`config.mk`:
```
export PLATFORM = sky130hd
export DESIGN_NAME = fnd_scan_decoder_flat
export DESIGN_NICKNAME = d
export VERILOG_FILES = /design/src/rtl/fnd_scan_decoder_if.sv /design/src/rtl/fnd_scan_decoder.sv /design/src/flat_wrapper.sv
export SDC_FILE = /design/constraint.sdc
export NUM_CORES = 1
export LEC_CHECK = 0
export ABC_CLOCK_PERIOD_IN_PS = 8500
export CORE_MARGIN = 2
export CORE_UTILIZATION = 55
export DETAILED_ROUTE_END_ITERATION = 8
export PLACE_DENSITY = 0.87
export SLEW_MARGIN = 10
export SYNTH_ARGS = -nofsm -noshare
export SYNTH_HDL_FRONTEND = slang
export SYNTH_SLANG_ARGS = --single-unit
```
`constraint.sdc`:
```
create_clock -name clk -period 8.5 [get_ports clk]
set_clock_uncertainty 0.15 [all_clocks]
set_input_delay 1.7 -clock clk [delete_from_list [all_inputs] [get_ports clk]]
set_output_delay 1.7 -clock clk [all_outputs]
set_load 0.1 [all_outputs]
```
`src/rtl/fnd_scan_decoder_if.sv`:
```
// FND drive bus as seen on the board: active-low segment font and
// active-low one-hot digit common. The display controller drives it; the scan decoder monitors it.
interface fnd_scan_decoder_if;
  logic [7:0] fnd_font;
  logic [3:0] fnd_comm;

  modport master (output fnd_font, output fnd_comm);
  modport slave  (input  fnd_font, input  fnd_comm);
endinterface

```
`src/rtl/fnd_scan_decoder.sv`:
```
// Receive end of the FND scan bus: settles each (comm, font) pair, decodes it into
// per-position digit codes and assembles one frame per full scan, with error/stale flags.
module fnd_scan_decoder #(
  parameter int unsigned SETTLE_CYCLES  = 16,
  parameter int unsigned TIMEOUT_CYCLES = 1_000_000
) (
  input  logic                     clk,
  input  logic                     reset,
  fnd_scan_decoder_if.slave        fnd,
  output logic [15:0]              digits,
  output logic [3:0]               dp,
  output logic                     frame_valid,
  output logic                     seg_err,
  output logic                     comm_err,
  output logic                     stale
);
  localparam int unsigned   SW          = $clog2(SETTLE_CYCLES + 1);
  localparam int unsigned   TW          = $clog2(TIMEOUT_CYCLES + 1);
  localparam logic [SW-1:0] SETTLE_LAST = SW'(SETTLE_CYCLES - 1);
  localparam logic [TW-1:0] TIMEOUT_MAX = TW'(TIMEOUT_CYCLES);

  typedef enum logic {S_SETTLE, S_HOLD} state_t;

  state_t          state_q, state_d;
  logic [7:0]      font_q, font_d;
  logic [3:0]      comm_q, comm_d;
  logic [SW-1:0]   scnt_q, scnt_d;
  logic [TW-1:0]   tcnt_q, tcnt_d;
  logic [3:0]      seen_q, seen_d;
  logic [3:0][3:0] cap_code_q, cap_code_d;
  logic [3:0]      cap_dp_q, cap_dp_d;
  logic [15:0]     digits_q, digits_d;
  logic [3:0]      dp_q, dp_d;
  logic            frame_valid_q, frame_valid_d;
  logic            seg_err_q, seg_err_d;
  logic            comm_err_q, comm_err_d;

  logic            changed, accept, comm_ok, seg_bad, valid_acc, frame_done;
  logic [1:0]      pos;
  logic [3:0]      code;

  // Stability is judged on the pair being sampled this edge versus the held sample,
  // so a pair sampled at edge k is accepted at edge k+SETTLE_CYCLES.
  always_comb begin
    font_d  = fnd.fnd_font;
    comm_d  = fnd.fnd_comm;
    changed = (fnd.fnd_font != font_q) || (fnd.fnd_comm != comm_q);
    state_d = state_q;
    scnt_d  = scnt_q;
    accept  = 1'b0;
    case (state_q)
      S_SETTLE: begin
        if (changed) begin
          scnt_d = '0;
        end else if (scnt_q == SETTLE_LAST) begin
          accept  = 1'b1;
          scnt_d  = '0;
          state_d = S_HOLD;
        end else begin
          scnt_d = scnt_q + SW'(1);
        end
      end
      S_HOLD: begin
        if (changed) begin
          scnt_d  = '0;
          state_d = S_SETTLE;
        end
      end
      default: state_d = S_SETTLE;
    endcase
  end

  always_comb begin
    code    = 4'hE;
    seg_bad = 1'b0;
    case (font_q[6:0])
      7'h40:   code = 4'h0;
      7'h79:   code = 4'h1;
      7'h24:   code = 4'h2;
      7'h30:   code = 4'h3;
      7'h19:   code = 4'h4;
      7'h12:   code = 4'h5;
      7'h02:   code = 4'h6;
      7'h78:   code = 4'h7;
      7'h00:   code = 4'h8;
      7'h10:   code = 4'h9;
      7'h7F:   code = 4'hA;
      default: seg_bad = 1'b1;
    endcase
  end

  always_comb begin
    comm_ok = 1'b1;
    pos     = 2'd0;
    case (comm_q)
      4'b1110: pos = 2'd0;
      4'b1101: pos = 2'd1;
      4'b1011: pos = 2'd2;
      4'b0111: pos = 2'd3;
      default: comm_ok = 1'b0;
    endcase
  end

  // A completed frame is published from the pre-edge capture registers, so a capture
  // landing on the same edge starts the next frame.
  always_comb begin
    valid_acc     = accept && comm_ok;
    frame_done    = (seen_q == 4'hF);
    comm_err_d    = accept && !comm_ok;
    seg_err_d     = valid_acc && seg_bad;
    frame_valid_d = frame_done;
    digits_d      = frame_done ? cap_code_q : digits_q;
    dp_d          = frame_done ? cap_dp_q : dp_q;
    seen_d        = frame_done ? '0 : seen_q;
    cap_code_d    = cap_code_q;
    cap_dp_d      = cap_dp_q;
    if (valid_acc) begin
      seen_d[pos]     = 1'b1;
      cap_code_d[pos] = code;
      cap_dp_d[pos]   = ~font_q[7];
    end
    if (valid_acc)                 tcnt_d = '0;
    else if (tcnt_q == TIMEOUT_MAX) tcnt_d = tcnt_q;
    else                           tcnt_d = tcnt_q + TW'(1);
  end

  always_ff @(posedge clk or posedge reset) begin
    if (reset) begin
      state_q       <= S_SETTLE;
      font_q        <= 8'hFF;
      comm_q        <= 4'hF;
      scnt_q        <= '0;
      tcnt_q        <= '0;
      seen_q        <= '0;
      cap_code_q    <= {4{4'hA}};
      cap_dp_q      <= '0;
      digits_q      <= 16'hAAAA;
      dp_q          <= '0;
      frame_valid_q <= 1'b0;
      seg_err_q     <= 1'b0;
      comm_err_q    <= 1'b0;
    end else begin
      state_q       <= state_d;
      font_q        <= font_d;
      comm_q        <= comm_d;
      scnt_q        <= scnt_d;
      tcnt_q        <= tcnt_d;
      seen_q        <= seen_d;
      cap_code_q    <= cap_code_d;
      cap_dp_q      <= cap_dp_d;
      digits_q      <= digits_d;
      dp_q          <= dp_d;
      frame_valid_q <= frame_valid_d;
      seg_err_q     <= seg_err_d;
      comm_err_q    <= comm_err_d;
    end
  end

  assign digits      = digits_q;
  assign dp          = dp_q;
  assign frame_valid = frame_valid_q;
  assign seg_err     = seg_err_q;
  assign comm_err    = comm_err_q;
  assign stale       = (tcnt_q == TIMEOUT_MAX);
endmodule

```
`src/flat_wrapper.sv`:
```
// flat-port wrapper written by rule: the top's interface ports become plain ports
module fnd_scan_decoder_flat 
#(
  parameter int unsigned SETTLE_CYCLES  = 16,
  parameter int unsigned TIMEOUT_CYCLES = 1_000_000
)
  (clk, reset, digits, dp, frame_valid, seg_err, comm_err, stale, fnd_fnd_font, fnd_fnd_comm);
  fnd_scan_decoder_if fnd_i ();
  input  logic clk;
  input  logic reset;
  output logic [15:0] digits;
  output logic [3:0] dp;
  output logic frame_valid;
  output logic seg_err;
  output logic comm_err;
  output logic stale;
  input wire logic [$bits(fnd_i.fnd_font)-1:0] fnd_fnd_font;
  input wire logic [$bits(fnd_i.fnd_comm)-1:0] fnd_fnd_comm;
  assign fnd_i.fnd_font = fnd_fnd_font;
  assign fnd_i.fnd_comm = fnd_fnd_comm;
  fnd_scan_decoder #(.SETTLE_CYCLES(SETTLE_CYCLES), .TIMEOUT_CYCLES(TIMEOUT_CYCLES)) u_core (.clk(clk), .reset(reset), .fnd(fnd_i), .digits(digits), .dp(dp), .frame_valid(frame_valid), .seg_err(seg_err), .comm_err(comm_err), .stale(stale));
endmodule
```
# [Word-level counts from Yosys, hierarchy flattened]
# Index checks and enable logic that the tools add are counted.
[word_totals] regBits=85 out_inout_bits=24
[op_classes] n_addsub=2 order_cmp=2 n_eq_ne=21 muxes=23 bitwise_logic=3 reduce_logical=9
[ops] op="4-bit one-hot mux with 11 select lines" n=1
[ops] op="20-bit two-way mux" n=2
[ops] op="7-bit equality test (second input constant)" n=4
[ops] op="7-bit by 5-bit equality test with 1-bit output (second input constant)" n=3
[ops] op="20-bit by 1-bit adder with 20-bit output (second input constant)" n=1
[ops] op="20-bit equality test (second input constant)" n=1
[ops] op="16-bit bitwise mux" n=1
[ops] op="4-bit equality test (second input constant)" n=4
[ops] op="5-bit two-way mux" n=3
[ops] op="7-bit by 6-bit equality test with 1-bit output (second input constant)" n=2
[ops] op="4-bit two-way mux" n=3
[ops] op="11-bit OR reduction" n=1
[ops] op="5-bit one-hot mux with 2 select lines" n=1
[ops] op="4-bit demux with 2-bit select" n=1
[ops] op="8-bit inequality test" n=1
[ops] op="7-bit by 2-bit equality test with 1-bit output (second input constant)" n=1
[ops] op="7-bit logical NOT" n=1
[ops] op="1-bit two-way mux" n=7
[ops] op="2-bit one-hot mux with 3 select lines" n=1
[ops] op="5-bit by 1-bit adder with 5-bit output (second input constant)" n=1
[ops] op="5-bit by 4-bit equality test with 1-bit output (second input constant)" n=1
[ops] op="4-bit bitwise mux" n=1
[ops] op="4-bit by 3-bit equality test with 1-bit output (second input constant)" n=1
[ops] op="1-bit logical AND" n=4
[ops] op="12 further kinds" n=13

# [Longest topological paths before layout]
[depth] ltp_word=8 mapped_depth=7 ltp_nobuf=6

# [Least setup slack after synthesis]
# OpenSTA, ideal clock, no wires.
[synth_timing] path_kind="flip-flop to output port" start="reg u_core.tcnt_q[0]" end="out stale" t_arrival_ns=4.124 required_time_ns=6.650 slack_ns=2.526 path_stages_with_launch=5 path_buffers=0 cell_sequence="dfrtp_1 -> inv_1 -> ha_1 -> or4b_2 -> nor4_1"
[synth_between] elab_chain_cells=1
[synth_lines] item="start, declared" line="fnd_scan_decoder.sv:28" text="logic [TW-1:0] tcnt_q, tcnt_d;"
[synth_lines] item="start signal, assigned" line="fnd_scan_decoder.sv:147" text="tcnt_q <= tcnt_d;"
[synth_lines] item="20-bit equality test" line="fnd_scan_decoder.sv:164" text="assign stale = (tcnt_q == TIMEOUT_MAX);"
[synth_lines] item="end, declared" line="flat_wrapper.sv:16" text="output logic stale;"
# Every way passes these cells.

# [Worst setup path after layout]
# Ends and elaborated chain as after synthesis.

==> impl_metrics.json <==
{
  "avgRoutedWirePerCell_um": 14.8,
  "synth_seq_area_share": 0.552,
  "required_ns": 6.65,
  "dr.pass1.iters": 4,
  "synth_flop_cell": "sky130_fd_sc_hd__dfrtp_1",
  "yosys_warnings": 0,
  "timing_worst_setup_path_type": "register to output port",
  "buffer_type_at_the_clock_tree_root": "sky130_fd_sc_hd__clkbuf_8",
  "holdWs_ns": 0.303,
  "holdCritPathClass": "register to register",
  "maxCapViolCount": 0,
  "place_ws_ns": 3.92,
  "final_max_slew_viol_count": 0,
  "hold_end": "u_core.digits[5]$_DFFE_PP1P_",
  "powerDensity_mw_per_mm2": 174,
  "power.leakage_nw": 2.03,
  "endpoint_kind_of_the_worst_setup_timing_path": "output port",
  "drt-vias-per-instance": 5.43,
  "global_route.overflow_total": 0,
  "finalWorstPathRequiredPeriod_ns": 4.97,
  "mean_cell_area_of_the_mapped_netlist_sq_um": 11.1,
  "antenna_found_initial": 0,
  "path_cells": "inv_1 > ha_1 > or4b_2 > nor4_1 > clkdlybuf4s50_1",
  "worst_setup_slack_for_register_to_register_paths_ns": 6.08,
  "clock_sinks": 85,
  "h-tree-depth": 3,
  "finalSetupViolCount": 0,
  "final_cell_mix": "58 x sky130_fd_sc_hd__nand2_1, 57 x sky130_fd_sc_hd__dfrtp_1, 37 x sky130_fd_sc_hd__clkdlybuf4s50_1",
  "die_height_um": 88.4,
  "grt_pass1_wl_um": 12700,
  "run_status": "finished clean",
  "clk_transition_reported_paths_ns": 0.08,
  "timing_worst_slew_pin_value_ns": 1.00,
  "synth_cell_type_count": 54,
  "hold_buffers": 0,
  "drive_above_1_share": 0.177,
  "top_level_ports": 38,
  "period_share": 0.584,
  "synthToLayoutAreaGrowth_pct": 16.1,
  "mappedNetlistNets": 371,
  "n_antenna_cell": 0,
  "timing.reg2reg.worst_path_depth": 5,
  "cts_setup_buffers": 0,
  "area_used_by_multi_input_combinational_logic_sq_mm": 0.00157,
  "grtUsageTotal": 0.214,
  "critical_path_buf_inv_count": 2,
  "dr.first_iter.drc_count": 186,
  "timing.critical_path.fanout_max": 4,
  "placementRows": 30,
  "largest_net_degree_at_the_start_of_global_routing": 86,
  "antenna_left": 0,
  "cts_tree": "built",
  "port-buffer-count": 37,
  "fin_util": 0.665,
  "vdd_drop_max_mv": 0.0788,
  "die_w_um": 88.4,
  "crit_path_top_delay_cell": "sky130_fd_sc_hd__clkdlybuf4s50_1",
  "number_of_filler_instances_in_the_final_layout": 521,
  "worst_skew_pair.late_latency_ns": 0.36,
  "worst_hold_path.num_cells": 2,
  "worst_path_dominant_cell_family": "buffers and inverters",
  "critical_hold_path_startpoint": "u_core.cap_code_q[5]$_DFFE_PP1P_",
  "initial_cell_density_of_the_core": 0.573,
  "rsz0062_at_grt": "no",
  "timing.max_slew.rel_slack": 0.331,
  "finish.cell_count_without_fillers": 491,
  "dieArea_sq_mm": 0.00781,
  "cts-root-to-sink-buffers": 2,
  "place_congestion": 0.821,
  "ff_latch_area_sq_mm": 0.00216,
  "mappedNetlistArea_sq_mm": 0.00391,
  "post-dp-hpwl_um": 5030,
  "commonest_non_fill_non_tap_cell_in_the_layout": "sky130_fd_sc_hd__nand2_1",
  "drc": 0,
  "critical_path.reg2reg.startpoint": "u_core.font_q[1]$_DFF_PP1_",
  "finalNetCount": 407,
  "fin_worst_setup_slack_ns": 3.53,
  "vias": 2667,
  "setup-tns-final_ns": 0,
  "drt_total_wl_um": 7240,
  "reg2reg_to": "u_core.cap_code_q[2]$_DFFE_PP0P_",
  "clock_buffers_created_by_tritoncts": 9,
  "worst_path_largest_cell_delay_ns": 1.18,
  "ctsResizeCount": 0,
  "synthCells": 354,
  "timing.final.hold_violations": 0,
  "synth_seq_cells": 85,
  "dpl.cell_count": 475,
  "critPathLaunchType": "register",
  "async_reset_ff_frac": 1.00,
  "core_area_sq_mm": 0.00683,
  "max_freq_mhz": 201,
  "critPathArrivalTime_ns": 3.12,
  "synth_edf_count": 0,
  "grt_pass1_vias": 2709
}
==> worst min-delay path: stages, from the launching register on <==
cell and delay, ns:
sky130_fd_sc_hd__dfstp_2 0.38, sky130_fd_sc_hd__nand2_1 0.05, sky130_fd_sc_hd__nand2_1 0.04
==> sequential cells by signal, indices dropped and copies added, names as in the netlist, 4 cells and up <==
name               flops
u_core.cap_code_q     16
u_core.cap_dp_q        4
u_core.comm_q          4
u_core.digits         16
u_core.dp              4
u_core.font_q          8
u_core.scnt_q          5
u_core.seen_q          4
u_core.tcnt_q         20
==> per-layer routing <==
| layer | up-vias | global-route usage | part of all wire | routed length [um] |
|---|---|---|---|---|
| met1 | 1324 | 0.270 | 0.43 | 3120 |
| li1 | 1265 | - | - | - |
| met2 | 65 | 0.360 | 0.51 | 3670 |
| met5 | - | 0 | 0 | 0 |
| met4 | 0 | 0.0840 | 0.018 | 130 |
| met3 | 13 | 0.0504 | 0.045 | 323 |
==> synth_stat cells (all sizes together) (3+ instances only) <==
cell / n / area, sq um
dfstp: 28 / 736
mux2i: 8 / 80.1
nand2: 58 / 218
o21ai: 14 / 70.1
inv: 15 / 56.3
xnor2: 9 / 78.8
nor3: 5 / 25.0
ha: 3 / 37.5
xor2: 25 / 234
mux2: 8 / 97.6
buf: 11 / 83.8
dfrtp: 57 / 1430
nor4b: 3 / 32.5
nor2: 38 / 150
nand4: 8 / 65.1
a21oi: 5 / 25.0
nor4: 7 / 95.1
clkbuf: 3 / 11.3
nand3: 13 / 65.1
a21o: 4 / 30.0
nand4b: 4 / 35.0
o22a: 3 / 26.3
==> report_power, final <==
| group | internal (mW) | switching, mW | total [mW] |
|---|---|---|---|
| logic | 0.0127 | 0.0185 | 0.0312 |
| registers | 0.410 | 0.00692 | 0.417 |
| clock network | 0.204 | 0.139 | 0.343 |
==> how the worst max path moves through the flow <==
stage	startpoint	end	slack (ns)	depth (start not counted)
floorplan	u_core.tcnt_q[0]$_DFFE_PP0P_	stale	2.53	4
global placement	u_core.tcnt_q[0]$_DFFE_PP0P_	stale	4.00	5
detailed placement	u_core.tcnt_q[0]$_DFFE_PP0P_	stale	3.92	5
CTS	u_core.tcnt_q[0]$_DFFE_PP0P_	stale	3.53	5
global route	u_core.tcnt_q[1]$_DFFE_PP0P_	stale	3.47	5
finish	u_core.tcnt_q[0]$_DFFE_PP0P_	stale	3.53	5
==> through the flow <==
stage | cell area, sq um | power, mW
2_1_floorplan | 3910 | 0.445
5_1_grt | 4540 | 0.821
3_5_place_dp | 4300 | 0.456
4_1_cts | 4540 | 0.798
3_3_place_gp | 4300 | 0.454
6_report | 4540 | 0.791
==> cell families after synthesis <==
| family | share of synthesized area |
|---|---|
| compound gates | 0.0591 |
| xor+xnor | 0.0799 |
| fa+ha+maj | 0.00959 |
| buf+inv | 0.0470 |
| flops | 0.552 |
| mux | 0.0454 |
| simple gates | 0.207 |
==> final cells by class <==
cell class | instances | area share
multi-input cells | 239 | 0.345
clock inverters | 4 | 0.0215
flip-flops and latches | 85 | 0.476
well taps | 96 | 0.0264
inverters | 15 | 0.0127
clock buffers | 12 | 0.0319
repair buffers | 40 | 0.0865
Note: power is estimated with default switching activity, not from simulation.
